--- src/rtl/pipe_control.sv ---
// Pipelined control unit: decodes the ID opcode into a control bundle and carries it
// through ID/EX, EX/MEM and MEM/WB, with load-use bubbles and a multi-cycle multiply hold.
module pipe_control #(
    parameter int MUL_LAT = 4,
    parameter int REG_W   = 5
) (
    input  logic             clk_i,
    input  logic             rst_i,
    input  logic [6:0]       Op_i,
    input  logic             Mul_i,
    input  logic             NoOp_i,
    input  logic [REG_W-1:0] Rs1Addr_i,
    input  logic [REG_W-1:0] Rs2Addr_i,
    input  logic [REG_W-1:0] RdAddr_i,
    output logic             Branch_o,
    output logic             Stall_o,
    output logic             Busy_o,
    output logic [2:0]       EX_ALUOp_o,
    output logic             EX_ALUSrc_o,
    output logic             EX_Mul_o,
    output logic [REG_W-1:0] EX_RdAddr_o,
    output logic             MEM_MemRead_o,
    output logic             MEM_MemWrite_o,
    output logic             MEM_RegWrite_o,
    output logic [REG_W-1:0] MEM_RdAddr_o,
    output logic             WB_RegWrite_o,
    output logic             WB_MemtoReg_o,
    output logic [REG_W-1:0] WB_RdAddr_o
);

    localparam int CNT_W = $clog2(MUL_LAT) + 1;
    localparam logic [CNT_W-1:0] CNT_LAST = CNT_W'(MUL_LAT - 1);

    typedef struct packed {
        logic [2:0]       alu_op;
        logic             alu_src;
        logic             mul;
        logic             mem_read;
        logic             mem_write;
        logic             reg_write;
        logic             mem_to_reg;
        logic [REG_W-1:0] rd;
    } id_ex_t;

    typedef struct packed {
        logic             mem_read;
        logic             mem_write;
        logic             reg_write;
        logic             mem_to_reg;
        logic [REG_W-1:0] rd;
    } ex_mem_t;

    typedef struct packed {
        logic             reg_write;
        logic             mem_to_reg;
        logic [REG_W-1:0] rd;
    } mem_wb_t;

    id_ex_t           id_bundle;
    id_ex_t           id_ex_reg;
    ex_mem_t          ex_mem_reg;
    mem_wb_t          mem_wb_reg;
    logic [CNT_W-1:0] cnt_reg;
    logic             load_use;
    logic             unused_op_low;

    // Only the upper opcode bits select the control class.
    assign unused_op_low = ^Op_i[3:0];

    always_comb begin
        id_bundle = '0;
        if (!NoOp_i) begin
            id_bundle.alu_op     = Op_i[6:4];
            id_bundle.alu_src    = ~Op_i[5] | ~Op_i[4];
            id_bundle.mul        = Mul_i & (Op_i[6:4] == 3'b011);
            id_bundle.mem_read   = ~Op_i[5] & ~Op_i[4];
            id_bundle.mem_write  = ~Op_i[6] & Op_i[5] & ~Op_i[4];
            id_bundle.reg_write  = ~Op_i[5] | Op_i[4];
            id_bundle.mem_to_reg = ~Op_i[5] & ~Op_i[4];
            id_bundle.rd         = RdAddr_i;
        end
    end

    assign Branch_o = ~NoOp_i & Op_i[6];

    assign load_use = id_ex_reg.mem_read && (id_ex_reg.rd != '0) &&
                      ((id_ex_reg.rd == Rs1Addr_i) || (id_ex_reg.rd == Rs2Addr_i));
    assign Stall_o  = load_use & ~NoOp_i;
    assign Busy_o   = id_ex_reg.mul & (cnt_reg != CNT_LAST);

    always_ff @(posedge clk_i or negedge rst_i) begin
        if (!rst_i) begin
            id_ex_reg  <= '0;
            ex_mem_reg <= '0;
            mem_wb_reg <= '0;
            cnt_reg    <= '0;
        end else begin
            mem_wb_reg.reg_write  <= ex_mem_reg.reg_write;
            mem_wb_reg.mem_to_reg <= ex_mem_reg.mem_to_reg;
            mem_wb_reg.rd         <= ex_mem_reg.rd;
            if (Busy_o) begin
                // Multiply stays in EX; downstream drains behind a bubble.
                ex_mem_reg <= '0;
                cnt_reg    <= cnt_reg + 1'b1;
            end else begin
                ex_mem_reg.mem_read   <= id_ex_reg.mem_read;
                ex_mem_reg.mem_write  <= id_ex_reg.mem_write;
                ex_mem_reg.reg_write  <= id_ex_reg.reg_write;
                ex_mem_reg.mem_to_reg <= id_ex_reg.mem_to_reg;
                ex_mem_reg.rd         <= id_ex_reg.rd;
                cnt_reg               <= '0;
                if (Stall_o) begin
                    id_ex_reg <= '0;
                end else begin
                    id_ex_reg <= id_bundle;
                end
            end
        end
    end

    assign EX_ALUOp_o     = id_ex_reg.alu_op;
    assign EX_ALUSrc_o    = id_ex_reg.alu_src;
    assign EX_Mul_o       = id_ex_reg.mul;
    assign EX_RdAddr_o    = id_ex_reg.rd;
    assign MEM_MemRead_o  = ex_mem_reg.mem_read;
    assign MEM_MemWrite_o = ex_mem_reg.mem_write;
    assign MEM_RegWrite_o = ex_mem_reg.reg_write;
    assign MEM_RdAddr_o   = ex_mem_reg.rd;
    assign WB_RegWrite_o  = mem_wb_reg.reg_write;
    assign WB_MemtoReg_o  = mem_wb_reg.mem_to_reg;
    assign WB_RdAddr_o    = mem_wb_reg.rd;

endmodule

--- config.mk ---
export PLATFORM = sky130hd
export DESIGN_NAME = pipe_control
export DESIGN_NICKNAME = d
export VERILOG_FILES = /design/src/rtl/pipe_control.sv
export SDC_FILE = /design/constraint.sdc
export NUM_CORES = 1
export LEC_CHECK = 0
export ABC_AREA = 0
export CAP_MARGIN = 20
export CORE_ASPECT_RATIO = 0.7
export CORE_MARGIN = 2
export CORE_UTILIZATION = 44
export CTS_BUF_LIST = sky130_fd_sc_hd__clkbuf_8
export DETAILED_ROUTE_END_ITERATION = 8
export HOLD_SLACK_MARGIN = 0.15
export PLACE_DENSITY = 0.83
export SETUP_SLACK_MARGIN = 0.5
export SYNTH_ARGS = -nofsm -noshare
export SYNTH_HDL_FRONTEND = slang
export SYNTH_SLANG_ARGS = --single-unit
--- constraint.sdc ---
create_clock -name clk_i -period 2.1 [get_ports clk_i]
set_input_delay 0.525 -clock clk_i [delete_from_list [all_inputs] [get_ports clk_i]]
set_output_delay 0.525 -clock clk_i [all_outputs]
set_load 0.03 [all_outputs]
# ---- Yosys cells after proc, flatten, opt, wreduce, memory -nomap -nowiden
# Index checks and enable logic that the tools add are counted.
dict set report op_classes {
  reduce_logical 4
  mux 4
  bitwise 13
  addsub 1
  n_eq_ne 4
}
# operator count
set op_table {}
lappend op_table {{two-way mux 14 bit} 2}
lappend op_table {{equality test 5 bit} 2}
lappend op_table {{two-way mux 9 bit} 1}
lappend op_table {{AND 1 bit} 7}
lappend op_table {{nonzero test 5 bit} 1}
lappend op_table {{inverter 1 bit} 4}
lappend op_table {{adder 3 x 1 -> 3 bit (second input constant)} 1}
lappend op_table {{equality test 3 x 2 -> 1 bit (second input constant)} 1}
lappend op_table {{two-way mux 3 bit} 1}
lappend op_table {{inequality test 3 x 2 -> 1 bit (second input constant)} 1}
lappend op_table {{logical AND 1 bit} 2}
lappend op_table {{bitwise OR 1 bit} 2}
lappend op_table {{logical OR 1 bit} 1}
dict set report totals {
  output_inout_bits 28
  in_bits 26
  reg_bits 33
}

# ---- Depth between registers and ports, before layout
dict set report logic_depth {
  ltp_word 5
  ltp_mapped 7
}

# ---- Least setup slack after synthesis
# No wires, ideal clock.
dict set report synth_path {
  path_kind {in2out}
  start {input port Rs1Addr_i[0]}
  end {output port Stall_o}
  path_stages 5
  required_ns 1.575
  slack_ns -0.096
  arrival_ns 1.671
  path_buffers 0
  cell_sequence {xor2_1 -> nor3_1 -> nand3_1 -> a21oi_2 -> nor2b_1}
}
dict set report synth_between {
  elab_chain_cells 4
}
# item line
set synth_rtl {}
lappend synth_rtl {{start: declaration} 12} ;# input logic [REG_W-1:0] Rs1Addr_i,
lappend synth_rtl {{equality test 5 bit} 87} ;# ((id_ex_reg.rd == Rs1Addr_i) || (id_ex_reg.rd == Rs2Addr_i));
lappend synth_rtl {{logical OR 1 bit} 87}
lappend synth_rtl {{logical AND 1 bit} 86} ;# assign load_use = id_ex_reg.mem_read && (id_ex_reg.rd != '0) &&
lappend synth_rtl {{AND 1 bit} 88} ;# assign Stall_o = load_use & ~NoOp_i;
lappend synth_rtl {{end: declaration} 16} ;# output logic Stall_o,
# No other way between the ends.

# ---- Worst setup path after layout
dict set report layout_path {
  start {register id_ex_reg, in the netlist EX_RdAddr_o[0]}
  end {output port Stall_o}
}
dict set report layout_between {
  elab_chain_cells 4
}
# item line
set layout_rtl {}
lappend layout_rtl {{start: declaration} 60} ;# id_ex_t id_ex_reg;
lappend layout_rtl {{start signal: assignment} 115} ;# id_ex_reg <= id_bundle;
lappend layout_rtl {{equality test 5 bit or nonzero test 5 bit (tied branches)} {87, 86}}
lappend layout_rtl {{logical OR 1 bit or logical AND 1 bit (tied branches)} {87, 86}}
lappend layout_rtl {{logical AND 1 bit *} 86}
lappend layout_rtl {{AND 1 bit *} 88}
# Mark *: on every way between the ends. The rest lies on a longest branch, timed or not.

==> flow_summary.ini <==
[setup_path]
r2r_slack_ns = 0.23
worstReg2RegStart = EX_RdAddr_o[0]
crit_type = reg2out
crit_fanout = 5
start_kind = register
cp.required_ns = 1.57
startpoint = EX_RdAddr_o[0]
reg2reg_to = EX_ALUOp_o[2]
critPathArrivalTime_ns = 1.76
r2r_cells = 8
end_kind = output port
cp-endpoint = Stall_o

[power]
powerDensity_nw_per_um2 = 1360
vdd_ir_drop_max_mv = 0.733
leakage_nw = 1.04
p_total_w = 0.00292

[cts]
clockRootBuffer = clkbuf_8
clk_latency_ns = 0.29
htree_levels = 2
cts_sinks = 31
numCtsBuffers = 5
cts_tree = built
clk_pin_slew_worst_paths_ns = 0.06
clockBufferDepth = 2

[routing]
wl_mm = 3.29
vias = 1081
avgRoutedWirePerCell_um = 15.2
dr.pass1.iters = 4
vias_per_cell = 5.00
detail-route-antenna-nets = 0
first_iter_violations = 88
drc = 0

[sta]
setup_viol = 1
layout_min_cycle_time_ns = 2.29
rsz0062_at_grt = yes
slew_violations = 0
skew_ns = 0.00319
hold_viol = 0
fin_hold_ws_ns = 0.366
layout_setup_ws_ns = -0.188
fmax_mhz = 437
tightest_slew_ns = 0.365
fin_crit_sh_pct = 109
max_slew_margin_pct = 75.4

[status]
status = finished with violations
violations = setup timing

[floorplanning]
coreArea_um2 = 2880
die_x_um = 70.7
start_util_pct = 47.6
pin_count = 54
die_area_um2 = 3590
die_h_um = 50.7
row_count = 16

[synthesis]
avgSynthCellArea_um2 = 11.5
ys_seq_area_share_pct = 56.6
postSynthCellCount = 119
synth_top_area_cell = dfrtp_1
syn-num-nets = 147
ys_ff_latch = 31
netlist.area_leader.share_pct = 56.6
netlist_top_cells_area = dfrtp_1 57%, o21ai_2 7.0%, buf_4 4.4%
ys_warn_count = 0
synth_area_um2 = 1370
synth_cell_types = 26

[grt]
grt_pass1_vias = 1010
grt_usage_pct = 18.6
grt_pass1_wl_mm = 4.88
grt_max_degree = 32
antenna_found_initial = 0
overflow = 0

[cells_and_area]
layout-drive-gt1-share_pct = 34.4
fillers = 191
mostFrequentLayoutCells = 27 x dfrtp_1, 19 x dlygate4sd2_1, 13 x nand2_1
syn2layout_area_growth_pct = 56.8
final_common_cell = dfrtp_1
nets = 207
antennaDiodeCount = 0

[flow_run]
maxCapViolCount = 0

[place]
dp_hpwl_mm = 1.99
port_buffers = 49
gp_congestion = 0.710

[worst_hold_path]
min_path_type = reg2reg
worstHoldStart = MEM_RdAddr_o[2]
## where the power goes
| group | total, W | switching, W | internal (W) |
|---|---|---|---|
| combinational | 0.00135 | 0.000818 | 0.000529 |
| clock | 0.000606 | 0.000222 | 0.000383 |
| sequential | 0.000970 | 0.000155 | 0.000815 |
| total | 0.00292 | 0.00120 | 0.00173 |
## worst min-delay path by stage
stage | to | slack [ns] | depth (start not counted)
4_1_cts | WB_RdAddr_o[2] | 0.37 | 0
3_3_place_gp | WB_RdAddr_o[0] | 0.36 | 0
3_5_place_dp | WB_RdAddr_o[2] | 0.36 | 0
6_report | WB_RdAddr_o[2] | 0.37 | 0
5_1_grt | WB_RdAddr_o[2] | 0.38 | 0
2_1_floorplan | EX_ALUOp_o[0] | 0.23 | 0
## worst max-delay path, stage by stage (launching register included)
cell and delay (ns):
dfrtp_2 0.46, or4_4 0.56, o21ai_2 0.14, a21oi_2 0.06
nor2b_4 0.13, buf_6 0.13
## routing by layer
metal	wire length (µm)	vias up	track usage, %
met4	79	0	6.60
met5	0	-	0
met1	1380	517	23.3
met3	277	10	9.24
met2	1560	48	27.9
li1	-	506	-
## Yosys cell counts (all sizes together)
| cell type | count |
|---|---|
| o41ai | 1 |
| nand4b | 1 |
| or4 | 2 |
| a211o | 1 |
| inv | 4 |
| nand3b | 6 |
| nor2 | 4 |
| buf | 9 |
| ha | 2 |
| dfrtp | 31 |
| o31ai | 2 |
| o21ai | 12 |
| xor2 | 6 |
| nand2 | 13 |
| nand2b | 1 |
| nor2b | 1 |
| nand3 | 2 |
| and2 | 9 |
| xnor2 | 4 |
| nand4 | 1 |
| a21oi | 1 |
| nor3 | 2 |
| clkbuf | 4 |
## metrics by stage
step | std cells | TNS (ns) | cell area [µm²] | setup slack, ns | util, %
global route | 216 | -0.232 | 2150 | -0.232 | 74.6
finish | 216 | -0.188 | 2150 | -0.188 | 74.6
global placement | 195 | -0.324 | 1870 | -0.324 | 64.7
detailed placement | 195 | -0.346 | 1870 | -0.337 | 64.7
floorplan | 119 | 0 | 1420 | 0.114 | -
CTS | 207 | -0.158 | 2020 | -0.158 | 70.2
## cell type report
class	instances	area, µm²	area share, %
Sequential cell	31	781	36.3
Tap cell	36	45.0	2.09
Multi-Input combinational cell	72	568	26.4
Clock buffer	6	82.6	3.84
Inverter	4	22.5	1.05
Timing Repair Buffer	65	617	28.7
Clock inverter	2	35.0	1.63
## what timing repair did
action                     in CTS  in global routing
hold buffers                    0                  0
setup endpoints to repair      41                 27
buffers inserted                3                  9
pin swaps                       9                 25
cloned                          1                  0
gates resized for setup        67                 33
## cell families (layout without fill, tap and decap cells)
group                      count (synthesis)  after routing  share of synthesized area, %
AOI/OAI and AO/OA                         17             17                          10.9
xor gates and xnor gates                  10             10                          6.39
adders and majority gates                  2              2                          1.82
buffers and inverters                     17             77                          7.39
DFF                                       31             31                          56.6
and+or+nand+nor                           42             43                          16.9
(Power assumes the default switching activity.)
